<file path="src/rtl/pixel_rx_pkg.sv">
// -----------------------------------------------------------------------------
// pixel_rx_pkg
// Shared types and constants for the pixel AXI4-Stream frame receiver.
//   rx_state_e    : framing FSM states
//   pix_meta_t    : per-pixel metadata at the default coordinate width
//   ERR_*         : bit positions in the sticky error vector
//   DIM_W_DEF     : default x/y counter width
// -----------------------------------------------------------------------------
package pixel_rx_pkg;

    localparam int unsigned DIM_W_DEF = 12;

    localparam int unsigned ERR_SOF_EARLY = 0;
    localparam int unsigned ERR_EOL_EARLY = 1;
    localparam int unsigned ERR_EOL_LATE  = 2;
    localparam int unsigned ERR_N         = 3;

    typedef enum logic {
        WAIT_SOF = 1'b0,
        ACTIVE   = 1'b1
    } rx_state_e;

    typedef struct packed {
        logic [DIM_W_DEF-1:0] x;
        logic [DIM_W_DEF-1:0] y;
        logic                 sof;
        logic                 eol;
    } pix_meta_t;

endpackage

</file>
<file path="src/rtl/pixel_skid_buffer2.sv">
// -----------------------------------------------------------------------------
// pixel_skid_buffer2
// Two-entry valid/ready buffer. Input ready is registered and depends only on
// occupancy, so it never combinationally follows s_valid_i. Head entry is held
// stable until it is popped.
//   clock, reset           : clock, synchronous active-high reset
//   s_valid_i/s_ready_o    : input handshake
//   s_data_i [W]           : input payload
//   m_valid_o/m_ready_i    : output handshake
//   m_data_o [W]           : output payload
// -----------------------------------------------------------------------------
module pixel_skid_buffer2 #(
    parameter int unsigned W = 8
) (
    input  logic         clock,
    input  logic         reset,
    input  logic         s_valid_i,
    output logic         s_ready_o,
    input  logic [W-1:0] s_data_i,
    output logic         m_valid_o,
    input  logic         m_ready_i,
    output logic [W-1:0] m_data_o
);

    logic [W-1:0] mem_q [2];
    logic         wr_q;
    logic         rd_q;
    logic [1:0]   cnt_q;
    logic [1:0]   cnt_d;
    logic         s_ready_q;
    logic         m_valid_q;
    logic         push;
    logic         pop;

    assign push = s_valid_i & s_ready_q;
    assign pop  = m_valid_q & m_ready_i;

    always_comb begin
        cnt_d = cnt_q;
        if (push && !pop) begin
            cnt_d = cnt_q + 2'd1;
        end else if (pop && !push) begin
            cnt_d = cnt_q - 2'd1;
        end
    end

    always_ff @(posedge clock) begin
        if (reset) begin
            for (int unsigned i = 0; i < 2; i++) begin
                mem_q[i] <= '0;
            end
            wr_q      <= 1'b0;
            rd_q      <= 1'b0;
            cnt_q     <= '0;
            s_ready_q <= 1'b0;
            m_valid_q <= 1'b0;
        end else begin
            if (push) begin
                mem_q[wr_q] <= s_data_i;
                wr_q        <= ~wr_q;
            end
            if (pop) begin
                rd_q <= ~rd_q;
            end
            cnt_q     <= cnt_d;
            s_ready_q <= (cnt_d != 2'd2);
            m_valid_q <= (cnt_d != 2'd0);
        end
    end

    assign s_ready_o = s_ready_q;
    assign m_valid_o = m_valid_q;
    assign m_data_o  = mem_q[rd_q];

endmodule

</file>
<file path="src/rtl/pixel_axis_frame_rx.sv">
// -----------------------------------------------------------------------------
// pixel_axis_frame_rx
// AXI4-Stream video slave. Enforces frame structure (SOF on tuser, EOL on
// tlast) against runtime width/height, tags forwarded pixels with x/y and
// SOF/EOL, and buffers them through a 2-entry skid buffer. A stall watchdog
// raises block when the upstream sender is stuck behind our backpressure.
//   clock, reset                   : clock, synchronous active-high reset
//   cfg_width, cfg_height          : frame geometry, latched on each SOF beat
//   s_axis_*                       : input pixel stream (tuser=SOF, tlast=EOL)
//   m_pix_*                        : tagged output pixel stream
//   frame_done                     : pulse when a frame's last beat is accepted
//   err_clear                      : clears sticky errors and dropped_cnt
//   err_sof_early/eol_early/late   : sticky framing errors
//   dropped_cnt                    : saturating count of beats dropped pre-SOF
//   block                          : upstream stall indication
// -----------------------------------------------------------------------------
module pixel_axis_frame_rx
    import pixel_rx_pkg::*;
#(
    parameter int unsigned PIX_W       = 24,
    parameter int unsigned DIM_W       = DIM_W_DEF,
    parameter int unsigned STALL_LIMIT = 1024,
    parameter int unsigned STALL_W     = 11
) (
    input  logic             clock,
    input  logic             reset,
    input  logic [DIM_W-1:0] cfg_width,
    input  logic [DIM_W-1:0] cfg_height,
    input  logic [PIX_W-1:0] s_axis_tdata,
    input  logic             s_axis_tvalid,
    output logic             s_axis_tready,
    input  logic             s_axis_tuser,
    input  logic             s_axis_tlast,
    output logic [PIX_W-1:0] m_pix_data,
    output logic [DIM_W-1:0] m_pix_x,
    output logic [DIM_W-1:0] m_pix_y,
    output logic             m_pix_sof,
    output logic             m_pix_eol,
    output logic             m_pix_valid,
    input  logic             m_pix_ready,
    output logic             frame_done,
    input  logic             err_clear,
    output logic             err_sof_early,
    output logic             err_eol_early,
    output logic             err_eol_late,
    output logic [15:0]      dropped_cnt,
    output logic             block
);

    localparam int unsigned PAY_W = PIX_W + 2 * DIM_W + 2;
    localparam logic [STALL_W-1:0] LIMIT_C = STALL_W'(STALL_LIMIT);

    rx_state_e        state_q;
    logic [DIM_W-1:0] x_q, y_q, w_q, h_q;
    logic [ERR_N-1:0] err_q, err_d;
    logic [15:0]      drop_q, drop_d, drop_base;
    logic [STALL_W-1:0] stall_q, stall_d;
    logic             block_q;

    logic             in_ready;
    logic             accept;
    logic             fwd;
    logic             take;
    logic             drop;
    logic             stall;

    logic [DIM_W-1:0] cur_x, cur_y, cur_w, cur_h;
    logic             last_x;
    logic             line_end;
    logic             frame_end;

    logic [PAY_W-1:0] in_payload;
    logic [PAY_W-1:0] out_payload;

    assign accept = s_axis_tvalid & in_ready;
    // A tuser beat always starts a frame, whichever state we are in.
    assign fwd    = (state_q == ACTIVE) | s_axis_tuser;
    assign take   = accept & fwd;
    assign drop   = accept & ~fwd;
    assign stall  = s_axis_tvalid & ~in_ready;

    // Position/geometry the current beat is judged against: an SOF beat is
    // evaluated as (0,0) of a frame using the freshly presented geometry, so
    // SOF+tlast and W=1/H=1 fall out of the ordinary line-end logic.
    always_comb begin
        cur_x     = s_axis_tuser ? '0 : x_q;
        cur_y     = s_axis_tuser ? '0 : y_q;
        cur_w     = s_axis_tuser ? cfg_width  : w_q;
        cur_h     = s_axis_tuser ? cfg_height : h_q;
        last_x    = (cur_x == cur_w - DIM_W'(1));
        line_end  = last_x | s_axis_tlast;
        frame_end = line_end & (cur_y == cur_h - DIM_W'(1));
    end

    // New errors are OR'd after the clear so a coincident error survives.
    always_comb begin
        err_d = err_q & {ERR_N{~err_clear}};
        if (take) begin
            if ((state_q == ACTIVE) && s_axis_tuser) begin
                err_d[ERR_SOF_EARLY] = 1'b1;
            end
            if (s_axis_tlast && (cur_x < cur_w - DIM_W'(1))) begin
                err_d[ERR_EOL_EARLY] = 1'b1;
            end
            if (last_x && !s_axis_tlast) begin
                err_d[ERR_EOL_LATE] = 1'b1;
            end
        end
    end

    always_comb begin
        drop_base = err_clear ? '0 : drop_q;
        drop_d    = drop_base;
        if (drop && (drop_base != '1)) begin
            drop_d = drop_base + 16'd1;
        end
    end

    always_comb begin
        stall_d = '0;
        if (stall) begin
            stall_d = (stall_q == LIMIT_C) ? stall_q : stall_q + STALL_W'(1);
        end
    end

    always_ff @(posedge clock) begin
        if (reset) begin
            state_q <= WAIT_SOF;
            x_q     <= '0;
            y_q     <= '0;
            w_q     <= '0;
            h_q     <= '0;
            err_q   <= '0;
            drop_q  <= '0;
            stall_q <= '0;
            block_q <= 1'b0;
        end else begin
            err_q   <= err_d;
            drop_q  <= drop_d;
            stall_q <= stall_d;
            block_q <= stall & (stall_q == LIMIT_C);
            if (take) begin
                w_q <= cur_w;
                h_q <= cur_h;
                if (frame_end) begin
                    state_q <= WAIT_SOF;
                    x_q     <= '0;
                    y_q     <= '0;
                end else if (line_end) begin
                    state_q <= ACTIVE;
                    x_q     <= '0;
                    y_q     <= cur_y + DIM_W'(1);
                end else begin
                    state_q <= ACTIVE;
                    x_q     <= cur_x + DIM_W'(1);
                    y_q     <= cur_y;
                end
            end
        end
    end

    assign in_payload = {s_axis_tdata, cur_x, cur_y, s_axis_tuser, line_end};

    pixel_skid_buffer2 #(
        .W (PAY_W)
    ) u_skid (
        .clock     (clock),
        .reset     (reset),
        .s_valid_i (s_axis_tvalid & fwd),
        .s_ready_o (in_ready),
        .s_data_i  (in_payload),
        .m_valid_o (m_pix_valid),
        .m_ready_i (m_pix_ready),
        .m_data_o  (out_payload)
    );

    assign {m_pix_data, m_pix_x, m_pix_y, m_pix_sof, m_pix_eol} = out_payload;

    assign s_axis_tready = in_ready;
    assign frame_done    = take & frame_end;
    assign err_sof_early = err_q[ERR_SOF_EARLY];
    assign err_eol_early = err_q[ERR_EOL_EARLY];
    assign err_eol_late  = err_q[ERR_EOL_LATE];
    assign dropped_cnt   = drop_q;
    assign block         = block_q;

endmodule

</file>
<file path="config.mk">
export PLATFORM = sky130hd
export DESIGN_NAME = pixel_axis_frame_rx
export DESIGN_NICKNAME = d
export VERILOG_FILES = /design/src/rtl/pixel_rx_pkg.sv /design/src/rtl/pixel_skid_buffer2.sv /design/src/rtl/pixel_axis_frame_rx.sv
export SDC_FILE = /design/constraint.sdc
export NUM_CORES = 1
export LEC_CHECK = 0
export BUFFER_PORTS_ARGS = -buffer_cell sky130_fd_sc_hd__buf_4
export CORE_ASPECT_RATIO = 0.9
export CORE_MARGIN = 2
export CORE_UTILIZATION = 31
export DETAILED_ROUTE_END_ITERATION = 8
export PLACE_DENSITY_LB_ADDON = 0.15
export SYNTH_ARGS = -nofsm -noshare
export SYNTH_HDL_FRONTEND = slang
export SYNTH_SLANG_ARGS = --single-unit
export TNS_END_PERCENT = 10
</file>
<file path="constraint.sdc">
create_clock -name clock -period 5.8 [get_ports clock]
set_clock_uncertainty 0.1 [all_clocks]
set_input_delay 0.87 -clock clock [delete_from_list [all_inputs] [get_ports clock]]
set_output_delay 0.87 -clock clock [all_outputs]
set_load 0.03 [all_outputs]
</file>
==> flow_summary_export.csv <==
group,metric,value,unit
status,status,"complete, no violations",
finish,fin_nets,1138,
finish,drive_gt1_frac,0.218,
synth,synth_seq_cells,187,
clock_tree,numCtsBuffers,17,
grt,track_usage,0.150,
finish,fill_cells,3044,
power_and_ir_drop,clkPwrFrac,0.349,
timing,rsz0062_at_grt,"false",
clock_tree,clk_pin_slew,70,ps
clock_tree,holdBufCountCts,0,
critical_path,crit_chain,"buf_4 -> mux2i_1 -> nand3_1 -> or2_2 -> nor3_1 -> o21ai_0 -> xnor2_1 -> ha_1 -> and4_1 -> a31oi_1 -> buf_4 -> a21oi_1 -> nor4b_4 -> nand3_1 -> nor2_1 -> buf_4",
route,viasPerCell,4.78,
timing,whs,355,ps
finish,fin_cells,1480,
min_path,holdCritPathClass,"reg2reg",
floorplanning,row_count,60,
floorplanning,die_h,170,um
floorplanning,dieArea,32000,sq um
grt,grt_max_degree,68,
floorplanning,die_x,188,um
route,wl_per_cell,16.0,um
place,gp_congestion,0.786,
synth,synth-async-reset-ratio,0,
clock_tree,cts_tree,"done",
timing,hold_viol,0,
finish,syn2layout_area_growth,20.3,%
clock_tree,cts_setup_buffers,0,
synth,synth_area,9490,sq um
critical_path,crit_path_frequent_cell,"buf_4",
clock_tree,cts_resized,0,
route,drt_iter0_markers,403,
grt,grt_pass1_vias,6808,
synth,postSynthCellCount,959,
critical_path,critPathBufInv,3,
place,dpl.cell_count,1448,
synth,syn-num-nets,1033,
synth,yosysWarningCount,0,
power_and_ir_drop,comb_power_share,0.204,
power_and_ir_drop,netSwitchingPower,1.03,mW
place,dp_hpwl,15800,um
power_and_ir_drop,p_int,2.31,mW
route,routed_wl,23700,um
clock_tree,clock_latency,440,ps
timing,relSlewSlack,0.403,
place,numPortBuffers,127,
floorplanning,coreArea,30000,sq um
synth,ys.flop_type,"edfxtp_1",
timing,fmax,193,MHz
critical_path,arrival,4220,ps
route,num_vias,7080,
timing,finalSetupTns,0,ps
power_and_ir_drop,sw_frac_of_total,0.309,
floorplanning,ios,128,
critical_path,cp.required,4830,ps
power_and_ir_drop,seqPwrFrac,0.447,
timing,slew_viol_final,0,
route,firstDrtPassIters,6,
power_and_ir_drop,p_leak,4.45,nW
timing,setup_viol,0,
finish,diodes,0,
clock_tree,htree_levels,4,
timing,worstMarginPinSlew,896,ps
critical_path,worstSetupEndpointType,"primary output",
synth,ys_seq_area_frac,0.500,
timing,finalCritPeriodShare,0.894,
grt,grt_pass1_wl,38100,um
critical_path,cp_top_family,"simple AND/OR/NAND/NOR gates",
route,drt.antenna.violating_nets,0,
critical_path,startpoint_type,"primary input",
critical_path,crit_slowest_cell,"mux2i_1",
synth,synth_cell_types,59,
power_and_ir_drop,max-vdd-ir-drop,0.199,mV
floorplanning,initial_utilization,0.316,
synth,synth_edf_count,100,
clock_tree,clk_path_buf_depth,2,
timing,period_minus_slack,5190,ps
route,drcViolationCount,0,
critical_path,cpPeakStageDelay,380,ps
power_and_ir_drop,power_density,293,nW/um^2
synth,syn_area_per_cell,9.89,sq um
critical_path,worstPathMaxFanout,14,
clock_tree,clock-root-buffer,"clkbuf_16",
job,maxCapViolations,0,
clock_tree,cts_sinks,187,
grt,grt_overflow,0,
grt,antenna_found_initial,0,
critical_path,path_class,"in2out",
## through the flow
stage	instance area, sq um	setup WS, ps	power [mW]	util
after floorplan	9490	473	1.98	-
after global placement	10800	645	2.22	0.360
after detailed placement	10800	573	2.22	0.360
after CTS	11400	574	3.40	0.380
after global routing	11400	225	3.50	0.380
final	11400	614	3.35	0.380
## registers in the layout (all words and copies together), names as in the netlist, 2 cells and up, named ones only
register,cells
err_q,3
dropped_cnt,16
w_q,12
h_q,12
u_skid.mem_q,100
y_q,12
stall_q,11
x_q,12
u_skid.cnt_q,2
## path summary, 6_finish.rpt
kind,to,cells past startpoint,startpoint,slack [ps]
hold reg to reg,w_q[11],2,w_q[11],350
hold / removal,w_q[11],2,w_q[11],350
setup / recovery,frame_done,16,s_axis_tuser,610
setup reg to reg,y_q[1],15,w_q[0],1650
## cell usage after synthesis (3+ instances only)
cell,instances,area [sq um]
nor2_1,112,420
edfxtp_1,100,3000
nand2_1,90,338
dfxtp_1,87,1740
mux2_2,52,586
a21oi_1,46,230
and2_1,44,275
nand3_1,39,195
clkbuf_1,37,139
o21ai_0,34,170
and3_1,33,206
xnor2_1,32,280
xor2_1,25,219
inv_1,22,82.6
nor3_1,22,110
nand2b_1,20,125
ha_1,19,238
mux2i_1,18,180
a31oi_1,12,75.1
nor3b_1,10,75.1
nor4_1,9,56.3
or3_1,9,56.3
a211oi_1,8,60.1
buf_2,8,40.0
nor2b_1,7,43.8
buf_4,6,45.0
nand4_1,6,37.5
o21a_1,5,37.5
a22oi_1,4,30.0
and4_1,4,35.0
nand4b_1,3,26.3
or2_2,3,18.8
## power groups by stage
| stage | clock network, mW | registers [mW] | logic [mW] |
|---|---|---|---|
| after floorplan | 0 | 1.53 | 0.449 |
| after global placement | 0 | 1.52 | 0.693 |
| after detailed placement | 0 | 1.52 | 0.692 |
| after CTS | 1.21 | 1.49 | 0.696 |
| after global routing | 1.25 | 1.50 | 0.740 |
| final | 1.17 | 1.49 | 0.683 |
## metal layers
layer | share of wire | routed length (um) | vias to the layer above | GRT usage
met5 | 0 | 0 | - | 0
met1 | 0.54 | 12800 | 3321 | 0.226
met2 | 0.41 | 9780 | 142 | 0.222
met3 | 0.038 | 906 | 12 | 0.0266
met4 | 0.0079 | 188 | 0 | 0.0346
li1 | - | - | 3605 | -
## placed cells by master, fill, tap and decap left out, types with 3 or more instances in the layout
cell | netlist | layout
a31oi_1 | 12 | 12
nand3_1 | 39 | 39
inv_6 | 0 | 7
o21a_1 | 5 | 5
nor3b_1 | 10 | 10
a21oi_1 | 46 | 46
and2_1 | 44 | 44
ha_1 | 19 | 19
nand4b_1 | 3 | 3
inv_1 | 22 | 22
xnor2_1 | 32 | 32
nor4_1 | 9 | 9
dfxtp_1 | 87 | 86
nor3_1 | 22 | 21
mux2i_1 | 18 | 18
clkbuf_16 | 0 | 17
a211oi_1 | 8 | 8
nor2_1 | 112 | 111
mux2_2 | 52 | 52
nor2b_1 | 7 | 7
nand2_1 | 90 | 89
buf_4 | 6 | 139
and4_1 | 4 | 4
o21ai_0 | 34 | 33
clkinv_8 | 0 | 5
a22oi_1 | 4 | 4
xor2_1 | 25 | 25
or3_1 | 9 | 9
edfxtp_1 | 100 | 100
nand2b_1 | 20 | 20
nand4_1 | 6 | 6
or2_2 | 3 | 3
and3_1 | 33 | 33
## layout make-up
type / instances / area (sq um) / share of cell area
sequential: 187 / 4750 / 0.416
multi-input combinational: 696 / 4440 / 0.389
timing repair buffer: 139 / 1040 / 0.0914
tap: 403 / 504 / 0.0442
clock buffer: 18 / 429 / 0.0376
clock inverter: 14 / 163 / 0.0142
inverter: 23 / 86.3 / 0.00756
## tightest hold or removal path, cell delays in order, from the launching register on
cell and delay, ps:
dfxtp_1 310, nand2_1 50, a21oi_1 50
## logic make-up (layout without fill, tap and decap cells)
kind of cell,Yosys count,after routing,synth area share
and+or+nand+nor,428,428,0.231
DFF,187,187,0.500
AOI/OAI and AO/OA,122,122,0.0760
buffers and inverters,76,194,0.0343
muxes,70,70,0.0807
xor gates and xnor gates,57,57,0.0526
adders and majority gates,19,19,0.0251
Power figures use the tool's default switching activity.
